$ cat src/rtl/iob_status_rd_pkg.sv
// Shared configuration for the IOb status read responder: default geometry,
// FSM state codes and the address index of the flag word.
package iob_status_rd_pkg;

    localparam int DEF_DATA_W  = 32;
    localparam int DEF_N_WORDS = 4;
    localparam int DEF_ADDR_W  = 8;
    localparam int DEF_RD_LAT  = 1;

    typedef enum logic [1:0] {
        IDLE = 2'd0,
        PEND = 2'd1,
        RESP = 2'd2
    } state_e;

    // The flag word sits directly after the last snapshot word.
    function automatic int flag_idx(input int n_words);
        return n_words;
    endfunction

endpackage

$ cat src/rtl/iob_status_rd_reg_e.sv
// Enabled register with asynchronous active-high reset and clock enable;
// used for each snapshot word and for the read-data output.
module iob_reg_e #(
    parameter int                DATA_W  = 32,
    parameter logic [DATA_W-1:0] RST_VAL = '0
) (
    input  logic              clk_i,
    input  logic              arst_i,
    input  logic              cke_i,
    input  logic              en_i,
    input  logic [DATA_W-1:0] data_i,
    output logic [DATA_W-1:0] data_o
);

    logic [DATA_W-1:0] data_q;

    always_ff @(posedge clk_i or posedge arst_i) begin
        if (arst_i) begin
            data_q <= RST_VAL;
        end else if (cke_i && en_i) begin
            data_q <= data_i;
        end
    end

    assign data_o = data_q;

endmodule

$ cat src/rtl/iob_status_rd.sv
// IOb read-side responder for a bank of captured status words with sticky
// new-data flags. Optional macro IOB_STATUS_RD_CLR_ON_READ_EN: reads also clear flags.
module iob_status_rd
    import iob_status_rd_pkg::*;
#(
    parameter int DATA_W  = DEF_DATA_W,
    parameter int N_WORDS = DEF_N_WORDS,
    parameter int ADDR_W  = DEF_ADDR_W,
    parameter int RD_LAT  = DEF_RD_LAT
) (
    input  logic                      clk_i,
    input  logic                      cke_i,
    input  logic                      arst_i,
    input  logic                      iob_valid_i,
    input  logic [ADDR_W-1:0]         iob_addr_i,
    input  logic [DATA_W/8-1:0]       iob_wstrb_i,
    output logic                      iob_ready_o,
    output logic                      iob_rvalid_o,
    output logic [DATA_W-1:0]         iob_rdata_o,
    input  logic [N_WORDS*DATA_W-1:0] status_i,
    input  logic [N_WORDS-1:0]        status_upd_i,
    output logic [N_WORDS-1:0]        new_o
);

    localparam int IDX_W    = ADDR_W - 2;
    localparam int FLAG_IDX = flag_idx(N_WORDS);

    state_e                          state_q;
    logic                            rvalid_q;
    logic [N_WORDS-1:0]              new_q, new_d;
    logic [N_WORDS-1:0]              clr;
    logic [N_WORDS-1:0]              idx_oh;
    logic [N_WORDS-1:0][DATA_W-1:0]  snap;
    logic [DATA_W-1:0]               rdata_d;
    logic [IDX_W-1:0]                idx;
    logic                            is_wr, rd_acc, wr_acc;
    logic                            unused_addr;

    assign idx         = iob_addr_i[ADDR_W-1:2];
    assign unused_addr = ^iob_addr_i[1:0];
    assign is_wr       = |iob_wstrb_i;
    assign iob_ready_o = iob_valid_i & cke_i & (state_q == IDLE);
    assign rd_acc      = iob_ready_o & ~is_wr;
    assign wr_acc      = iob_ready_o & is_wr;

    genvar k;
    generate
        for (k = 0; k < N_WORDS; k++) begin : g_snap
            iob_reg_e #(.DATA_W(DATA_W)) u_snap (
                .clk_i  (clk_i),
                .arst_i (arst_i),
                .cke_i  (cke_i),
                .en_i   (status_upd_i[k]),
                .data_i (status_i[k*DATA_W +: DATA_W]),
                .data_o (snap[k])
            );
        end
    endgenerate

    always_comb begin
        idx_oh = '0;
        for (int i = 0; i < N_WORDS; i++) begin
            idx_oh[i] = (idx == IDX_W'(i));
        end
    end

    // Snapshot registers update on the same edge, so this mux sees pre-update values.
    always_comb begin
        rdata_d = '0;
        for (int i = 0; i < N_WORDS; i++) begin
            if (idx_oh[i]) rdata_d = snap[i];
        end
        if (idx == IDX_W'(FLAG_IDX)) rdata_d[N_WORDS-1:0] = new_q;
    end

    iob_reg_e #(.DATA_W(DATA_W)) u_rdata (
        .clk_i  (clk_i),
        .arst_i (arst_i),
        .cke_i  (cke_i),
        .en_i   (rd_acc),
        .data_i (rdata_d),
        .data_o (iob_rdata_o)
    );

    always_comb begin
        clr = '0;
        if (wr_acc) clr = idx_oh;
`ifdef IOB_STATUS_RD_CLR_ON_READ_EN
        if (rd_acc) clr = idx_oh;
`endif
        // Capture pulses are applied last so a coincident set wins over a clear.
        new_d = (new_q & ~clr) | status_upd_i;
    end

    always_ff @(posedge clk_i or posedge arst_i) begin
        if (arst_i) begin
            new_q <= '0;
        end else if (cke_i) begin
            new_q <= new_d;
        end
    end

    assign new_o = new_q;

    always_ff @(posedge clk_i or posedge arst_i) begin
        if (arst_i) begin
            state_q  <= IDLE;
            rvalid_q <= 1'b0;
        end else if (cke_i) begin
            case (state_q)
                IDLE: begin
                    rvalid_q <= 1'b0;
                    if (rd_acc) begin
                        if (RD_LAT == 2) begin
                            state_q <= PEND;
                        end else begin
                            state_q  <= RESP;
                            rvalid_q <= 1'b1;
                        end
                    end
                end
                PEND: begin
                    state_q  <= RESP;
                    rvalid_q <= 1'b1;
                end
                RESP: begin
                    state_q  <= IDLE;
                    rvalid_q <= 1'b0;
                end
                default: begin
                    state_q  <= IDLE;
                    rvalid_q <= 1'b0;
                end
            endcase
        end
    end

    assign iob_rvalid_o = rvalid_q;

endmodule

$ cat config.mk
export PLATFORM = sky130hd
export DESIGN_NAME = iob_status_rd
export DESIGN_NICKNAME = d
export VERILOG_FILES = /design/src/rtl/iob_status_rd_pkg.sv /design/src/rtl/iob_status_rd_reg_e.sv /design/src/rtl/iob_status_rd.sv
export SDC_FILE = /design/constraint.sdc
export NUM_CORES = 1
export LEC_CHECK = 0
export CAP_MARGIN = 10
export CORE_ASPECT_RATIO = 0.5
export CORE_MARGIN = 2
export CORE_UTILIZATION = 48
export CTS_BUF_LIST = sky130_fd_sc_hd__clkbuf_4
export CTS_CLUSTER_SIZE = 25
export DETAILED_ROUTE_END_ITERATION = 10
export PLACE_DENSITY = 0.9
export SETUP_SLACK_MARGIN = 0.05
export SYNTH_ARGS = -nofsm -noshare
export SYNTH_HDL_FRONTEND = slang
export SYNTH_SLANG_ARGS = --single-unit
export TNS_END_PERCENT = 5
$ cat constraint.sdc
create_clock -name clk_i -period 9.1 [get_ports clk_i]
set_input_delay 2.73 -clock clk_i [delete_from_list [all_inputs] [get_ports clk_i]]
set_output_delay 2.73 -clock clk_i [all_outputs]
set_load 0.01 [all_outputs]
==> results of run 1 <==
[metal layers]
metal / global-route usage (%) / wire (um)
met1: 28.99 / 7480
met2: 40.51 / 9041
met3: 4.677 / 796
met4: 6.818 / 307
met5: 0 / 0
[kinds of logic after synthesis]
family	synth area share (%)
AOI/OAI and AO/OA	6.061
buffers and inverters	2.331
DFF	59.53
muxes	28.99
and+or+nand+nor	3.084
[registers in the layout (all words and copies together) (netlist names)]
signal / flops
new_o: 4
u_rdata.data_o: 32
iob_rvalid_o: 1
state_q: 1
g_snap.u_snap.data_o: 128
[final cells by class]
cell class / count / area (um2)
Clock buffer: 17 / 127.6
Multi-Input combinational cell: 264 / 2669
Inverter: 4 / 20.02
Clock inverter: 15 / 152.6
Timing Repair Buffer: 189 / 1887
Sequential cell: 166 / 4154
Tap cell: 198 / 247.7
Fill cell: 1048 / 5094
[synthesized netlist by cell type]
| master | instances | area, um2 |
|---|---|---|
| o41ai_1 | 2 | 17.52 |
| buf_6 | 1 | 11.26 |
| nor2b_1 | 1 | 6.260 |
| clkbuf_1 | 3 | 11.26 |
| mux4_2 | 20 | 450.4 |
| nor4_4 | 1 | 21.27 |
| nor3b_1 | 1 | 7.510 |
| nand2b_1 | 2 | 12.51 |
| and3b_1 | 1 | 8.760 |
| mux2_2 | 137 | 1543 |
| mux2i_1 | 3 | 30.03 |
| nor3_1 | 1 | 5.000 |
| buf_4 | 3 | 22.52 |
| buf_1 | 2 | 7.510 |
| inv_1 | 4 | 15.01 |
| a22o_1 | 19 | 166.4 |
| o21ai_0 | 20 | 100.1 |
| dfrtp_1 | 166 | 4154 |
| a31oi_1 | 3 | 18.77 |
| a221oi_1 | 1 | 8.760 |
| and3_1 | 2 | 12.51 |
| o22ai_1 | 12 | 75.07 |
| and2_1 | 2 | 12.51 |
| nand3_1 | 1 | 5.000 |
| o2bb2ai_1 | 3 | 26.28 |
| nor4_2 | 1 | 12.51 |
| nand2_1 | 25 | 93.84 |
| nor2_1 | 3 | 11.26 |
| o21ai_1 | 2 | 10.01 |
| buf_2 | 19 | 95.09 |
| nand4_1 | 1 | 6.260 |
[critical path, stage by stage]
cell             delay (ns)
clkdlybuf4s50_1        0.69
and3b_1                0.30
clkdlybuf4s50_1        0.57
[report_power, final]
| part | internal [mW] | total, mW | switching (mW) |
|---|---|---|---|
| combinational | 0.180 | 0.271 | 0.0916 |
| clock | 0.164 | 0.436 | 0.271 |
| sequential | 0.829 | 0.874 | 0.0457 |
| total | 1.17 | 1.58 | 0.409 |
[layout by cell type (no fill, tap or decap)]
cell and count:
and3b_1 1, o41ai_1 2, nand3_1 1, a22o_1 19, mux2_2 137, buf_4 5
o22ai_1 12, buf_2 2, nor4_4 1, and3_1 2, a221oi_1 1, clkdlybuf4s50_1 181
nand2b_1 2, a31oi_1 3, nor3b_1 1, inv_6 5, mux2i_1 3, nand4_1 1
nor2b_1 1, inv_1 3, o21ai_0 20, nor2_1 3, buf_16 1, clkinv_1 1
nor3_1 1, nand2_2 3, clkbuf_4 17, mux4_2 20, clkinv_4 1, o21ai_1 2
bufinv_16 2, clkinv_2 3, o2bb2ai_1 3, nand2_1 22, clkinvlp_4 4, nor4_2 1
dfrtp_1 166, and2_1 2
[path summary, 6_finish.rpt]
check	startpoint	endpoint	slack, ns	depth (start not counted)
max reg2reg	state_q[1]$_DFFE_PP0P_	u_rdata.data_o[11]$_DFFE_PP0P_	7.37	5
min in group asynchronous	arst_i	g_snap[3].u_snap.data_o[1]$_DFFE_PP0P_	2.58	2
min	u_rdata.data_o[20]$_DFFE_PP0P_	u_rdata.data_o[20]$_DFFE_PP0P_	0.50	2
max in group asynchronous	arst_i	g_snap[3].u_snap.data_o[23]$_DFFE_PP0P_	5.15	4
min reg2reg	u_rdata.data_o[20]$_DFFE_PP0P_	u_rdata.data_o[20]$_DFFE_PP0P_	0.50	2
max	cke_i	iob_ready_o	2.08	3
[metrics by stage]
step	area [um2]	hold slack, ns	power, mW	instances	setup slack (ns)
after floorplan	6978	0.4737	1.037	462	1.880
after global placement	8950	0.4618	1.144	820	2.081
after detailed placement	8950	0.4707	1.162	820	2.076
after CTS	9230	0.5009	1.592	852	2.070
after global routing	9258	0.5291	1.652	853	1.996
final	9258	0.4971	1.582	853	2.083
==> impl_metrics.yaml, run 1 <==
final_layout:
  nets: 790
  fin_util_pct: 64.51
  antenna_cells: 0
  drive_above_1_share_pct: 30.84
  area_growth_syn_to_layout_pct: 32.67
sta:
  slew_viol_final: 0
  setup_tns_ns: 0
  worst_slew_pin_slew_ns: 1.024
  hold_viol_final: 0
  fmax_ghz: 0.1425
  maxSlewHeadroom_pct: 31.49
  setup_viol: 0
  fin_crit_sh_pct: 77.11
  skew_ns: 0.02202
  rsz0062_at_grt: "false"
  layout_min_cycle_time_ns: 7.017
grt:
  grt_pass1_vias: 4901
  grt_pass1_wl_mm: 26.83
  overflow: 0
  antenna_found_initial: 0
  track_usage_pct: 22.78
  grt_max_degree: 122
cts:
  clock-root-buffer: "clkbuf_4"
  cts_hold_buf: 0
  cts_made_buffers: 17
  cts_resized: 0
  htreeDepth: 4
  cts.sinks: 166
  clk_pin_slew_ns: 0.14
  postCtsSetupBuffers: 0
  clockBufferDepth: 2
  cts_tree: "done"
  clk_latency_ns: 0.53
drt:
  wire_per_inst_um: 20.66
  drt_iter0_markers: 303
  vias: 4739
  firstDrtPassIters: 4
  wirelength_mm: 17.63
  drc: 0
  detail-route-antenna-nets: 0
  via_per_inst: 5.556
floorplanning:
  die_area_um2: 15580
  die_h_um: 89.26
  die_w_um: 174.5
  core_area_um2: 14350
  rows: 31
  io_pins: 186
  start_util_pct: 48.62
logic_synthesis:
  synth.distinct_cells: 31
  ys_warn_count: 0
  synth.avg_cell_area_um2: 15.10
  netlist_instances: 462
  synth_area_um2: 6978
  ys_ff_latch: 166
  postSynthNetCount: 610
  seq_area_frac_synth_pct: 59.53
power_and_ir_drop:
  leakage_nw: 3.800
  ir_drop_v: 0.0001199
  power.density_nw_per_um2: 170.8
outcome:
  status: "complete, no violations"
worst_setup_path:
  critPathArrivalTime_ns: 4.29
  worstSetupStartpointType: "input pin"
  worstPathRequired_ns: 6.37
  worst_setup_path_end_kind: "output port"
  worstSetupPathType: "in -> out"
  crit_fanout: 7
place:
  portBuffers: 183
  routabilityCongestion: 0.7664
  dp_hpwl_mm: 11.32
job:
  drv_cap: 0
min_path:
  hold_path.class: "reg -> reg"
Note: power is estimated with default switching activity, not from simulation.
==> run 2, diff against run 1 <==
--- a/config.mk
+++ b/config.mk
@@ -8,11 +8,11 @@
 export CAP_MARGIN = 10
 export CORE_ASPECT_RATIO = 0.5
 export CORE_MARGIN = 2
-export CORE_UTILIZATION = 48
+export CORE_UTILIZATION = 45
 export CTS_BUF_LIST = sky130_fd_sc_hd__clkbuf_4
 export CTS_CLUSTER_SIZE = 25
 export DETAILED_ROUTE_END_ITERATION = 10
-export PLACE_DENSITY = 0.9
+export PLACE_DENSITY = 0.89
 export SETUP_SLACK_MARGIN = 0.05
 export SYNTH_ARGS = -nofsm -noshare
 export SYNTH_HDL_FRONTEND = slang
==> constraint.sdc (replaced) <==
create_clock -name clk_i -period 6.4 [get_ports clk_i]
set_input_delay 1.92 -clock clk_i [delete_from_list [all_inputs] [get_ports clk_i]]
set_output_delay 1.92 -clock clk_i [all_outputs]
set_load 0.01 [all_outputs]
==> run 2 against run 1 <==
Net effect: non-clock buffer count decreased by 1; clock power up 34%; via count down 1.7%; clock skew down 0.0025 ns; sequential share of layout area increased by 0.13 points; largest cell class unchanged.
==> impl_metrics.yaml, run 2 (synthesis gave the netlist of run 1 again) <==
grt:
  use_met1_pct: 25.94
  busiest_layer: "met2"
  grtUsageMet2_pct: 39.97
  grt_pass1_vias: 5205
  overflow: 0
  antenna_found_initial: 0
  grt_util_met3_pct: 5.203
  track_usage_pct: 21.94
  grt_pass1_wl_mm: 27.59
  grt_max_degree: 167
place:
  portBuffers: 183
  dp_hpwl_mm: 11.80
  placed_cell_area_um2: 8971
  routabilityCongestion: 0.7739
sta:
  rsz0062_at_grt: "false"
  hold-worst-slack_ns: 0.4893
  worst_slew_pin_slew_ns: 1.046
  slew_viol_final: 0
  fin_crit_sh_pct: 85.70
  setup_viol: 0
  fmax_ghz: 0.1823
  hold_viol_final: 0
  skew_ns: 0.01956
  maxSlewHeadroom_pct: 30.25
  setup_tns_ns: 0
  layout_min_cycle_time_ns: 5.485
final_layout:
  largest_reg_flops: 128
  final_common_cell: "clkdlybuf4s50_1"
  seq_area_um2: 4154
  multiInputGateArea_um2: 2671
  fillers: 1175
  layout_common_cells: "clkdlybuf4s50_1 (181), dfrtp_1 (166), mux2_2 (137)"
  area_growth_syn_to_layout_pct: 32.29
  antenna_cells: 0
  nets: 789
  drive_above_1_share_pct: 30.63
  fin_area_um2: 9231
cts:
  cts_tree: "done"
  clk_latency_ns: 0.55
  cts_made_buffers: 17
  clockBufferDepth: 2
  cts_hold_buf: 0
  htreeDepth: 4
  clock-root-buffer: "clkbuf_4"
  clk_pin_slew_ns: 0.11
  cts.sinks: 166
  cts_resized: 0
  postCtsSetupBuffers: 0
power_and_ir_drop:
  p_sw_uw: 545.6
  clockPowerShare_pct: 26.4
  leakage_nw: 3.785
  ir_drop_v: 0.0001156
  internal_power_mw: 1.670
  combPwrFrac_pct: 17.4
  power_frac_seq_pct: 56.2
  power.density_nw_per_um2: 240.0
  sw_frac_of_total_pct: 24.63
floorplanning:
  die_w_um: 180.1
  rows: 32
  die_h_um: 92.06
  start_util_pct: 45.62
  core_area_um2: 15290
  io_pins: 186
  die_area_um2: 16580
drt:
  vias: 4658
  firstDrtPassIters: 4
  wire_per_inst_um: 20.61
  detail-route-antenna-nets: 0
  via_per_inst: 5.435
  drc: 0
  drt_iter0_markers: 220
  wirelength_mm: 17.66
worst_setup_path:
  critPathArrivalTime_ns: 3.57
  worst_setup_path_end_kind: "output port"
  worstSetupStartpointType: "input pin"
  crit_fanout: 7
  worstSetupPathType: "in -> out"
  worstPathRequired_ns: 4.48
min_path:
  hold_path.class: "reg -> reg"
outcome:
  status: "complete, no violations"
job:
  drv_cap: 0
## run 2: critical path, stage by stage
cell	delay, ns
clkdlybuf4s50_1	0.66
and3b_1	0.38
clkdlybuf4s50_1	0.60
## run 2: metal layers
layer,wire [um],up-vias
li1,-,2065
met1,7044,2437
met2,9481,124
met3,771,32
met4,362,0
met5,0,-
## run 2: final timing paths
path | startpoint | to | slack [ns] | cells after the start
worst min-delay path | u_rdata.data_o[22]$_DFFE_PP0P_ | u_rdata.data_o[22]$_DFFE_PP0P_ | 0.49 | 2
min in group asynchronous | arst_i | g_snap[0].u_snap.data_o[0]$_DFFE_PP0P_ | 1.97 | 3
worst max-delay path | cke_i | iob_ready_o | 0.91 | 3
worst min register to register | u_rdata.data_o[22]$_DFFE_PP0P_ | u_rdata.data_o[22]$_DFFE_PP0P_ | 0.49 | 2
worst max register to register | state_q[1]$_DFFE_PP0P_ | u_rdata.data_o[16]$_DFFE_PP0P_ | 4.14 | 4
max in group asynchronous | arst_i | g_snap[1].u_snap.data_o[14]$_DFFE_PP0P_ | 3.79 | 3
## run 2: cell type report
| cell class | instances | share of cell area [%] |
|---|---|---|
| clock inverter | 11 | 1.193 |
| clock buffer | 20 | 1.626 |
| sequential | 166 | 45.00 |
| multi-input combinational | 264 | 28.94 |
| tap | 204 | 2.765 |
| timing repair buffer | 188 | 20.28 |
| inverter | 4 | 0.2033 |
## run 2: power groups by stage
stage	Combinational [mW]	Clock (mW)	Sequential [mW]
after global routing	0.417	0.645	1.26
after CTS	0.391	0.600	1.24
after detailed placement	0.390	0	1.27
after floorplan	0.227	0	1.25
after global placement	0.375	0	1.25
final	0.385	0.584	1.25
## run 2: through the flow
stage / cells / worst slack [ns] / utilization (%) / total power, mW
floorplan: 462 / 2.069 / - / 1.474
global placement: 826 / 0.9667 / 58.66 / 1.629
detailed placement: 826 / 0.9348 / 58.66 / 1.656
CTS: 857 / 0.9339 / 60.36 / 2.236
global route: 857 / 0.8736 / 60.36 / 2.323
finish: 857 / 0.9149 / 60.36 / 2.216
==> RTL edit 1 (settings of run 2) <==
Encoding of `state_e`: now one-hot (3 bits for 3 states).
--- a/src/rtl/iob_status_rd_pkg.sv
+++ b/src/rtl/iob_status_rd_pkg.sv
@@ -7,10 +7,10 @@
     localparam int DEF_ADDR_W  = 8;
     localparam int DEF_RD_LAT  = 1;
 
-    typedef enum logic [1:0] {
-        IDLE = 2'd0,
-        PEND = 2'd1,
-        RESP = 2'd2
+    typedef enum logic [2:0] {
+        IDLE = 3'b001,
+        PEND = 3'b010,
+        RESP = 3'b100
     } state_e;
 
     // The flag word sits directly after the last snapshot word.
Behaviour: no difference found for any inputs over 10 cycles, from zero or initial values and one cycle with arst_i high; not proved beyond that.
==> RTL edit 1 against run 2 <==
  * Sequential share of layout area barely moved
  * Largest power group unchanged
  * Sequential cell count up 1
  * Worst setup slack worse by 0.024 ns
  * Power shrank 0.90%
  * Routed wire length shrank 4.8%
  * Synthesized area grew 0.41%
  * Die area is 0.40% higher
  * Cell area up 0.66%
  * First-iteration DRC count is the same
  * Clock power is essentially flat
  * Critical path type unchanged
  * Hold slack gained 0.029 ns
  * Synthesized cell count down 7.1%
  * Critical endpoint unchanged
==> RTL edit 1: results (changes against run 2) <==
Drt
  • Post-DR vias/cell: 5.47 (was 5.44)
  • Total Routed Length: 16.8 mm (was 17.7 mm)
  • Via count: 4518 (was 4658)

Worst setup path
  • Worst-path fanout max: 12 (was 7)
  • Critical path arrival: 3.59 ns (was 3.57 ns)
  • R2r startpoint: state_q[0]$_DFFE_PP1P_ (was state_q[1]$_DFFE_PP0P_)
  • Critical R2R Capture: u_rdata.data_o[21]$_DFFE_PP0P_ (was u_rdata.data_o[16]$_DFFE_PP0P_)
  • R2R depth: 5 (was 4)
  • R2R setup slack: 3.99 ns (was 4.14 ns)

Outcome
  • Outcome: finished, final reports clean (unchanged)

CTS
  • Clock Latency Late Sink: 0.53 ns (was 0.55 ns)
  • Clk slew on worst S/H paths: 0.13 ns (was 0.11 ns)

Cells and area
  • Clock buffers: 19 (was 20)
  • Nets: 757 (was 789)
  • Layout cells sized above 1: 36.3% (was 30.6%)
  • Final clock-cell share: 2.87% (was 2.82%)
  • # fillers: 1181 (was 1175)
  • Buffering overhead: 20.1% (was 20.3%)
  • Multi-input logic portion of the cell area: 28.8% (was 28.9%)
  • Logic inverters: 10 (was 4)
  • Sequential Area: 4180 um^2 (was 4150 um^2)

Logic synthesis
  • Mux contribution to synthesized area: 30.9% (was 29.0%)
  • Synthesized flop and latch total: 167 (was 166)
  • Yosys cell types: 26 (was 31)
  • Compound-Gate Fraction of Synth Area: 5.64% (was 6.06%)
  • Syn_area_per_cell: 16.3 um^2 (was 15.1 um^2)
  • Commonest cells in the synthesized netlist: dfrtp_1 (166), mux2_2 (128), mux4_2 (32) (was dfrtp_1 (166), mux2_2 (137), nand2_1 (25))
  • Mapped Nets: 577 (was 610)

GRT
  • Tot GR Track Use: 21.1% (was 21.9%)
  • Pin count of the biggest net entering global routing: 168 (was 167)
  • First-pass GRT wire length: 26.7 mm (was 27.6 mm)
  • Vias in the first global route: 4993 (was 5205)

Timing
  • Final hold slack: 0.519 ns (was 0.489 ns)
  • Slew @ Worst Pin: 1.05 ns (about the same)
  • Skew final: 0.0227 ns (was 0.0196 ns)

Place
  • DP Wirelength: 11.1 mm (was 11.8 mm)
  • RePlAce Congestion: 0.811 (was 0.774)
  • Cell Count Post-Placement: 794 (was 826)

Worst hold path
  • End of the worst hold path: g_snap[0].u_snap.data_o[9]$_DFFE_PP0P_ (was u_rdata.data_o[22]$_DFFE_PP0P_)
  • Hold Path Depth: 1 (was 2)
[RTL edit 1: power groups by stage]
stage                     Combinational [W]  Clock [W]  Sequential (W)
final                              0.000376   0.000582         0.00124
after global routing               0.000405   0.000645         0.00125
after CTS                          0.000382   0.000601         0.00124
after detailed placement           0.000381          0         0.00126
after global placement             0.000368          0         0.00125
after floorplan                    0.000233          0         0.00124
[RTL edit 1: routing by layer]
metal,up-vias,track usage (%),routed length [um]
li1,1980,-,-
met4,0,8.00,359
met2,129,36.4,8630
met1,2384,26.5,7150
met5,-,0,0
met3,25,4.57,668
[RTL edit 1: metrics by stage]
stage | power, W | area (um^2)
final | 0.00220 | 9290
after global routing | 0.00230 | 9290
after CTS | 0.00222 | 9290
after detailed placement | 0.00164 | 9030
after global placement | 0.00162 | 9030
after floorplan | 0.00147 | 7010
==> RTL edit 2 (settings of run 2) <==
Made on the original files. Change the package constant `DEF_ADDR_W` from 8 to 7.
--- a/src/rtl/iob_status_rd_pkg.sv
+++ b/src/rtl/iob_status_rd_pkg.sv
@@ -4,7 +4,7 @@
 
     localparam int DEF_DATA_W  = 32;
     localparam int DEF_N_WORDS = 4;
-    localparam int DEF_ADDR_W  = 8;
+    localparam int DEF_ADDR_W  = 7;
     localparam int DEF_RD_LAT  = 1;
 
     typedef enum logic [1:0] {
Ports: changed (resized iob_addr_i); port bits go from 186 to 185. No check against the original RTL was run, so the function may have changed too.
==> RTL edit 2 against run 2 <==
  * Register-to-register slack improved by 0.05 ns
  * Worst setup slack worse by 0.18 ns
  * Via count fell by 2.9%
  * Power up 4.1%
  * Clock power is 12% higher
  * Core utilization increased by 0.40 points
  * Cell area up 0.39%
  * Sequential cell count stayed put
  * Synthesized area is 0.29% lower
  * Critical path type unchanged
  * Routed wire length down 3.2%
==> RTL edit 2: results (changes against run 2) <==
Logic synthesis
  • Syn_area_per_cell: 16.3 um^2 (was 15.1 um^2)
  • Yosys cell types: 27 (was 31)
  • Register area share after synthesis: 59.7% (was 59.5%)
  • Top post-synthesis cells by area: dfrtp_1 (60%), mux2_2 (21%), mux4_2 (10%) (was dfrtp_1 (60%), mux2_2 (22%), mux4_2 (6.5%))
  • Commonest cells in the synthesized netlist: dfrtp_1 (166), mux2_2 (128), mux4_2 (32) (was dfrtp_1 (166), mux2_2 (137), nand2_1 (25))
  • Mapped Nets: 574 (was 610)

Place
  • Port Buffers: 182 (was 183)
  • DP Wirelength: 11.3 mm (was 11.8 mm)
  • Post-Place Setup Slack: 0.779 ns (was 0.935 ns)
  • RePlAce Congestion: 0.899 (was 0.774)
  • Cell Count Post-Placement: 790 (was 826)

Cells and area
  • Nets: 752 (was 789)
  • # fillers: 1140 (was 1175)
  • Layout cells sized above 1: 33.1% (was 30.6%)
  • Max FFs per register: 128 (unchanged)

Drt
  • Post-DR vias/cell: 5.51 (was 5.44)
  • TritonRoute pass-1 iters: 5 (was 4)
  • Initial DRC Count: 213 (was 220)
  • Total Routed Length: 17.1 mm (was 17.7 mm)
  • Via count: 4525 (was 4658)

CTS
  • PostCTS Resize Cnt: 0 (unchanged)
  • Post-CTS Setup Bufs: 0 (unchanged)
  • Clock Latency Late Sink: 0.53 ns (was 0.55 ns)

Timing
  • Slew margin rel.: 30.1% (was 30.2%)
  • Skew final: 0.0264 ns (was 0.0196 ns)

GRT
  • First-pass GRT wire length: 27.1 mm (was 27.6 mm)
  • Grt met1 use: 25.4% (was 25.9%)
  • Grt met3 use: 4.53% (was 5.20%)
  • Met2 GRT Util: 39.0% (was 40.0%)
  • Tot GR Track Use: 21.6% (was 21.9%)
  • Vias in the first global route: 5105 (was 5205)

Power and ir drop
  • Static leakage: 3.80 nW (was 3.79 nW)
  • Maximum vdd drop: 0.000129 V (was 0.000116 V)

Worst setup path
  • Critical path arrival: 3.75 ns (was 3.57 ns)
  • Worst-path fanout max: 8 (was 7)

Outcome
  • Outcome: finished, final reports clean (unchanged)
RTL edit 2: kinds of logic after synthesis:
group | after synthesis | synth area share (%)
and+or+nand+nor | 28 | 2.36
AOI/OAI and AO/OA | 42 | 4.91
DFF | 166 | 59.7
muxes | 160 | 31.1
buffers and inverters | 31 | 1.96
RTL edit 2: area by class of cell:
class / count / area share [%]
Tap cell: 204 / 2.75
Timing Repair Buffer: 186 / 20.0
Multi-Input combinational cell: 230 / 29.0
Clock inverter: 11 / 1.63
Clock buffer: 20 / 1.62
Sequential cell: 166 / 44.8
Inverter: 4 / 0.203
RTL edit 2: final timing paths:
kind / start / end / slack (ns) / cells past startpoint
max: cke_i / iob_ready_o / 0.73 / 4
min: g_snap[2].u_snap.data_o[5]$_DFFE_PP0P_ / g_snap[2].u_snap.data_o[5]$_DFFE_PP0P_ / 0.51 / 1
max reg2reg: state_q[1]$_DFFE_PP0P_ / u_rdata.data_o[15]$_DFFE_PP0P_ / 4.19 / 4
min reg2reg: g_snap[2].u_snap.data_o[5]$_DFFE_PP0P_ / g_snap[2].u_snap.data_o[5]$_DFFE_PP0P_ / 0.51 / 1
max in group asynchronous: arst_i / g_snap[1].u_snap.data_o[21]$_DFFE_PP0P_ / 3.77 / 3
min in group asynchronous: arst_i / g_snap[2].u_snap.data_o[1]$_DFFE_PP0P_ / 1.97 / 3
RTL edit 2: stage by stage:
| stage | area, um^2 | hold WS (ns) | util [%] |
|---|---|---|---|
| 2_1_floorplan | 6960 | 0.474 | - |
| 3_3_place_gp | 8970 | 0.482 | 58.8 |
| 3_5_place_dp | 8970 | 0.489 | 58.8 |
| 4_1_cts | 9270 | 0.517 | 60.8 |
| 5_1_grt | 9270 | 0.534 | 60.8 |
| 6_report | 9270 | 0.513 | 60.8 |
RTL edit 2: per-layer routing:
| layer | share of wire, % | wire length (um) | vias to the layer above |
|---|---|---|---|
| met5 | 0 | 0 | - |
| met3 | 4.4 | 758 | 33 |
| met2 | 53 | 9120 | 138 |
| met1 | 39 | 6700 | 2395 |
| met4 | 3.0 | 520 | 0 |
| li1 | - | - | 1959 |
RTL edit 2: critical path: stages:
cell	delay (ns)
clkdlybuf4s50_1	0.67
nand3b_1	0.29
inv_1	0.27
clkdlybuf4s50_1	0.59
RTL edit 2: power by group:
| group | leakage [nW] | switching, W | internal (W) |
|---|---|---|---|
| combinational | 1.64 | 0.000134 | 0.000270 |
| sequential | 2.00 | 0.0000671 | 0.00118 |
| clock | 0.154 | 0.000369 | 0.000285 |
